$ cat config.mk
export PLATFORM = sky130hd
export DESIGN_NAME = tuner_seq_ctrl
export DESIGN_NICKNAME = d
export VERILOG_FILES = /design/src/rtl/tuner_seq_ctrl.sv
export SDC_FILE = /design/constraint.sdc
export NUM_CORES = 1
export LEC_CHECK = 0
export CAP_MARGIN = 20
export CORE_MARGIN = 2
export CORE_UTILIZATION = 45
export CTS_BUF_LIST = sky130_fd_sc_hd__clkbuf_4
export CTS_CLUSTER_SIZE = 16
export DETAILED_ROUTE_END_ITERATION = 10
export PLACE_DENSITY = 0.91
export RECOVER_POWER = 25
export SYNTH_ARGS = -nofsm -noshare
export SYNTH_HDL_FRONTEND = slang
export SYNTH_SLANG_ARGS = --single-unit
$ cat constraint.sdc
create_clock -name clk -period 3.5 [get_ports clk]
set_input_delay 0.35 -clock clk [delete_from_list [all_inputs] [get_ports clk]]
set_output_delay 0.35 -clock clk [all_outputs]
set_load 0.005 [all_outputs]
$ cat src/rtl/tuner_seq_ctrl.sv
// Frame sequencer for the tuner: load -> fft -> find_freq with a dead cycle between
// memory owners, a per-phase watchdog and a per-frame peak-bin latch.
module tuner_seq_ctrl #(
  parameter int ADDR_W         = 11,
  parameter int DATA_W         = 10,
  parameter int TIMEOUT_CYCLES = 65535,
  parameter int CNT_W          = 16
) (
  input  logic              clk,
  input  logic              rst_n,
  input  logic              start,
  input  logic              continuous,
  input  logic              abort,
  output logic              load_en,
  input  logic              load_done,
  input  logic [ADDR_W-1:0] load_addr,
  input  logic              load_we,
  input  logic [DATA_W-1:0] load_wdata,
  output logic              fft_en,
  input  logic              fft_done,
  input  logic [ADDR_W-1:0] fft_addr,
  input  logic              fft_we,
  input  logic [DATA_W-1:0] fft_wdata,
  output logic              ff_en,
  input  logic              ff_done,
  input  logic [ADDR_W-1:0] ff_addr,
  input  logic [ADDR_W-1:0] ff_bin,
  output logic [ADDR_W-1:0] mem_addr,
  output logic              mem_we,
  output logic [DATA_W-1:0] mem_wdata,
  output logic              busy,
  output logic              frame_done,
  output logic [ADDR_W-1:0] freq_bin,
  output logic [CNT_W-1:0]  frame_count,
  output logic              timeout_err,
  output logic [2:0]        phase
);

  typedef enum logic [2:0] {
    IDLE = 3'd0,
    LOAD = 3'd1,
    GAP1 = 3'd2,
    FFT  = 3'd3,
    GAP2 = 3'd4,
    FREQ = 3'd5,
    DONE = 3'd6
  } state_t;

  state_t           state;
  state_t           next;
  logic [CNT_W-1:0] wd;
  logic             active;
  logic             own_done;
  logic             expired;

  assign phase = state;

  always_comb begin
    active   = (state == LOAD) || (state == FFT) || (state == FREQ);
    own_done = ((state == LOAD) && load_done) ||
               ((state == FFT)  && fft_done)  ||
               ((state == FREQ) && ff_done);
    // wd counts completed cycles in the phase, so this edge closes cycle number TIMEOUT_CYCLES
    expired  = active && (wd == CNT_W'(TIMEOUT_CYCLES - 1));
    next     = state;
    if (abort) begin
      next = IDLE;
    end else begin
      case (state)
        IDLE:    if (start) next = LOAD;
        LOAD:    if (load_done) next = GAP1; else if (expired) next = IDLE;
        GAP1:    next = FFT;
        FFT:     if (fft_done) next = GAP2; else if (expired) next = IDLE;
        GAP2:    next = FREQ;
        FREQ:    if (ff_done) next = DONE; else if (expired) next = IDLE;
        DONE:    next = continuous ? LOAD : IDLE;
        default: next = IDLE;
      endcase
    end
  end

  always_ff @(posedge clk) begin
    if (!rst_n) begin
      state       <= IDLE;
      wd          <= '0;
      load_en     <= 1'b0;
      fft_en      <= 1'b0;
      ff_en       <= 1'b0;
      busy        <= 1'b0;
      frame_done  <= 1'b0;
      freq_bin    <= '0;
      frame_count <= '0;
      timeout_err <= 1'b0;
    end else begin
      state <= next;
      if (next != state || !active) wd <= '0;
      else                          wd <= wd + 1'b1;
      // enable follows the owner one cycle late and drops on the leaving edge
      load_en    <= (state == LOAD) && (next == LOAD);
      fft_en     <= (state == FFT)  && (next == FFT);
      ff_en      <= (state == FREQ) && (next == FREQ);
      busy       <= (next != IDLE);
      frame_done <= (next == DONE);
      if (next == DONE) frame_count <= frame_count + 1'b1;
      if (!abort && (state == FREQ) && ff_done) freq_bin <= ff_bin;
      if (!abort && (state == IDLE) && start)
        timeout_err <= 1'b0;
      else if (!abort && expired && !own_done)
        timeout_err <= 1'b1;
    end
  end

  always_comb begin
    mem_addr  = '0;
    mem_we    = 1'b0;
    mem_wdata = '0;
    case (state)
      LOAD: begin
        mem_addr  = load_addr;
        mem_we    = load_we;
        mem_wdata = load_wdata;
      end
      FFT: begin
        mem_addr  = fft_addr;
        mem_we    = fft_we;
        mem_wdata = fft_wdata;
      end
      FREQ:    mem_addr = ff_addr;
      default: ;
    endcase
  end

endmodule

Word level (Yosys, flattened, before mapping)
Index checks and enable logic that the tools add are counted.

Bitwise operators: 1. Add/subtract/negate cells: 2. Reductions and logical operators: 25. Mux-type cells: 11. Eq/ne operators: 12.

Operators by type and width (count): 11-bit case mux with 3 select lines (1); 16-bit by 1-bit adder with 16-bit output, second input constant (2); 3-bit case mux with 7 select lines (1); 10-bit case mux with 2 select lines (1); 3-bit two-way mux (6); 16-bit == test, second input constant (1); 3-bit == test, second input constant (5); 1-bit logical AND (13); 3-bit by 2-bit == test with 1-bit output, second input constant (3); 3-bit by 1-bit == test with 1-bit output, second input constant (2); 1-bit logical OR (5); 2-bit OR reduction (2); 1-bit logical NOT (3); 3-bit logical NOT (1); 3-bit inequality test (1); 3-bit nonzero test (1); 1-bit case mux with 2 select lines (1); 1-bit two-way mux (1); 1-bit inverter (1).

Bits in registers: 52. Output and inout bits: 58. Bits of input ports: 74.

Logic depth before layout (Yosys ltp)
Depth in word-level cells: 11. Gate-level depth with buffers: 7.

Worst setup path before layout
Ideal clock, no wire load.

Kind: reg2reg. Start point: register state[1] (netlist: phase[1]). End point: register frame_count[11]. Setup slack: 1.668 ns. Cell stages (with the launch flop): 8. Buffers on the path: 2. Arrival time: 1.717 ns. Clock period less this slack: 1.832 ns. Cells stage by stage: dfxtp_1 -> buf_6 -> nand4b_4 -> or4b_4 -> buf_6 -> nor3_1 -> xor2_1 -> and2_1.

Longest elaborated chain between the ends: 9. Elaborated cells on any way between the ends: 18.

Ends and longest elaborated chain: start: declaration (line 49) `state_t state;`; start signal: assignment (line 95) `state <= next;`; 3-bit by 1-bit == test with 1-bit output or 3-bit by 2-bit == test with 1-bit output (tied branches) (line 59, 69); 1-bit logical OR (2 in series) (line 59) `active = (state == LOAD) || (state == FFT) || (state == FREQ);`; 1-bit logical AND (line 64) `expired = active && (wd == CNT_W'(TIMEOUT_CYCLES - 1));`; 3-bit two-way mux (line 71, 73, 75); 3-bit two-way mux, on equally long branches (line 75, 71, 73); 3-bit case mux with 7 select lines * (line 69) `case (state)`; 3-bit two-way mux * (line 66) `if (abort) begin`; 3-bit == test * (line 104) `if (next == DONE) frame_count <= frame_count + 1'b1;`; end signal: assignment (line 104); end: declaration (line 34) `output logic [CNT_W-1:0] frame_count,`.

Mark *: on every way between the ends. The rest lies on a longest branch, timed or not. A chain may end at the register's enable or synchronous reset.

Worst setup path in the final report
Start point: register state[2] (netlist: phase[2]). End point: output port mem_addr[7].

Longest elaborated chain between the ends: 2. Elaborated cells on any way between the ends: 4.

Ends and longest elaborated chain: 3-bit == test, or another cell as far along (line 117) `case (state)`; 11-bit case mux with 3 select lines * (line 117); end: declaration (line 28) `output logic [ADDR_W-1:0] mem_addr,`.

Marked as above.

==> flow_summary.ini <==
[logic_synthesis]
synth-seq-cells = 52
synth_cell_type_count = 39
avgSynthCellArea_um2 = 8.320
yosysSeqAreaShare = 0.3780
synth_warnings = 0
syn-num-nets = 408
synth_edf_count = 0
synthCells = 331
syn_area_um2 = 2754
synth_ff_type = dfxtp_1
async_flop_share = 0

[min_path]
hold_start = freq_bin[8]$_SDFFE_PN0P_
min_path_cells = 2
hold_path_end = freq_bin[8]$_SDFFE_PN0P_
hold_path.class = register to register

[job]
maxCapViolations = 0

[global_routing]
grtUsageMet1 = 0.2366
globalRouteTotalUtil = 0.2296
antenna_found_initial = 0
grt_pass1_wl_um = 11960
grtUsageMet3 = 0.07391
grt_pass1_vias = 2606
grt_max_degree = 33
busiest_layer = met2
gr-total-overflow = 0
grtUsageMet2 = 0.4298

[sta]
whs_ps = 469.3
period_needed_ps = 2825
final-setup-viol-count = 0
setup_ws_ps = 675.4
fin_setup_tns_ps = 0
fmax_mhz = 354.0
fin_crit_sh = 0.8070
clock_skew_ps = 9.795
slew_violations = 0
rsz0062_at_grt = false
relSlewSlack = 0.5225
worst_pin_slew_ps = 709.7
hold_viol_final = 0

[floorplanning]
fp.dieW_um = 82.23
die-area_um2 = 6762
die_y_um = 82.23
row_count = 28
coreArea_um2 = 5921
start_util = 0.4651
io_pins = 132

[cts]
postCtsResizedCells = 0
cts.clk_slew.worst_paths_ps = 140
cts_hold_buf = 0
htreeDepth = 2
insertion_delay_ps = 360
cts_max_path_buffers = 2
clock_sinks = 52
cts_root_buf = clkbuf_4
cts_buffers = 5
cts_tree = done
postCtsSetupRepairBufs = 0

[route]
ant_nets = 0
vias = 2732
drt_pass1_iterations = 4
wl_per_cell_um = 14.70
routed_wl_um = 7774
drt_drc_violations_left = 0
via_per_inst = 5.164
dr.first_iter.drc_count = 128

[critical_path]
start_kind = register
cp_data_arrival_time_ps = 2470
ff2ff_setup_slack_ps = 1190
r2r-end = frame_count[13]$_SDFFE_PN0P_
cp_data_required_time_ps = 3150
cp-end-kind = output port
reg2reg_depth = 5
worst-setup-path-type = register to output port
cp_max_fo = 23
reg2reg_from = phase[0]$_SDFF_PN0_

[final_layout]
seqCellArea_um2 = 1041
fill_cells = 452
diodes = 0
final_nets = 530
multiInputGateArea_um2 = 1599
layout-drive-gt1-share = 0.03965
stdcell_count = 529
area_delta_synth_final_pct = 50.52

[place]
dp_hpwl_um = 6033
dp_cells = 521
gp_congestion = 0.7820
pre_cts_slack_ps = 1060
port_buffers = 131

[status]
status = finished, final reports clean

[pwr]
switchingPower_w = 0.0002328
intPower_w = 0.0007766
power.leakage_nw = 1.541
seq_power_share = 0.593
power_density_nw_per_um2 = 243.5
p_comb_frac = 0.154
switching_share = 0.2307
p_clk_frac = 0.253
ir_worst_vdd_uv = 230.7
[layout by cell type, fill, tap and decap left out, types with 11 or more instances in the layout]
| cell type | synthesis | final |
|---|---|---|
| mux2i_1 | 23 | 23 |
| dfxtp_1 | 52 | 52 |
| nand4_1 | 12 | 12 |
| clkdlybuf4s50_1 | 0 | 104 |
| nor2_1 | 34 | 34 |
| dlygate4sd3_1 | 0 | 27 |
| xor2_1 | 15 | 15 |
| a21boi_0 | 14 | 14 |
| xnor2_1 | 12 | 12 |
| and2_1 | 23 | 23 |
| o21ai_0 | 14 | 14 |
| nand3_1 | 11 | 11 |
| nand2_1 | 48 | 48 |
[kinds of logic after synthesis]
logic type                 synth area share
AOI/OAI and AO/OA                   0.09314
adders and majority gates           0.01363
muxes                               0.08769
and+or+nand+nor                      0.3003
xor gates and xnor gates            0.08587
DFF                                  0.3780
buffers and inverters               0.04135
[flip-flops by register name, summed over array words and instances (netlist names), 3 cells and up]
| name | count |
|---|---|
| frame_count | 16 |
| freq_bin | 11 |
| phase | 3 |
| wd | 16 |
[per-stage QoR]
step / total power [W] / area (um2) / utilization
5_1_grt: 0.001056 / 4145 / 0.7001
6_report: 0.001009 / 4145 / 0.7001
2_1_floorplan: 0.0006537 / 2754 / -
3_3_place_gp: 0.0007657 / 4094 / 0.6915
3_5_place_dp: 0.0007671 / 4094 / 0.6915
4_1_cts: 0.001019 / 4145 / 0.7001
[worst max path at each step]
stage | start | endpoint | slack (ps) | cells after the start
global route | phase[2]$_SDFF_PN0_ | mem_addr[5] | 440 | 6
floorplan | phase[1]$_SDFF_PN0_ | mem_wdata[0] | 1670 | 6
global placement | ff_done | frame_count[9]$_SDFFE_PN0P_ | 1110 | 6
finish | phase[2]$_SDFF_PN0_ | mem_addr[7] | 680 | 6
detailed placement | ff_done | frame_count[13]$_SDFFE_PN0P_ | 1060 | 6
CTS | phase[2]$_SDFF_PN0_ | mem_addr[7] | 680 | 6
[critical path, cell delays in order (launching register included)]
cell and delay, ps:
dfxtp_1 800, nor2b_1 290, buf_4 210, nand2_1 60, o21ai_0 70, and2_1 170
clkdlybuf4s50_1 510
[area by class of cell]
class	instances	area share
inverters	5	0.004528
clock inverters	3	0.003320
repair buffers	135	0.3236
clock buffers	5	0.009055
well taps	75	0.02264
flip-flops and latches	52	0.2511
multi-input cells	254	0.3858
[power by group through the flow]
stage | logic, W | clock network, W | registers [W]
after detailed placement | 0.000156 | 0 | 0.000611
after global placement | 0.000155 | 0 | 0.000611
after CTS | 0.000157 | 0.000264 | 0.000598
after global routing | 0.000168 | 0.000288 | 0.000599
after floorplan | 0.0000450 | 0 | 0.000609
final | 0.000156 | 0.000256 | 0.000598
[cells in the mapped netlist, types with 2 or more instances]
library cell / number / share of area
nor2_1: 34 / 0.046
and2_1: 23 / 0.052
or3_1: 2 / 0.0045
clkbuf_1: 13 / 0.018
and3_1: 4 / 0.0091
a21boi_0: 14 / 0.038
xnor2_1: 12 / 0.038
buf_6: 2 / 0.0082
nor3b_1: 2 / 0.0055
nand4_1: 12 / 0.027
nor2b_1: 5 / 0.011
or2_2: 2 / 0.0045
o22ai_1: 2 / 0.0045
nor3_1: 5 / 0.0091
nand2b_1: 3 / 0.0068
a21boi_1: 2 / 0.0055
buf_2: 4 / 0.0073
ha_1: 3 / 0.014
inv_1: 5 / 0.0068
o21ai_0: 14 / 0.025
dfxtp_1: 52 / 0.38
xor2_1: 15 / 0.048
mux2i_1: 23 / 0.084
nand3_1: 11 / 0.020
nand2_1: 48 / 0.065
nor4_1: 6 / 0.014
[per-layer routing]
| layer | vias to the layer above | part of all wire |
|---|---|---|
| li1 | 1360 | - |
| met2 | 95 | 0.51 |
| met4 | 0 | 0.020 |
| met1 | 1265 | 0.37 |
| met3 | 12 | 0.097 |
| met5 | - | 0 |
Power figures use the tool's default switching activity.
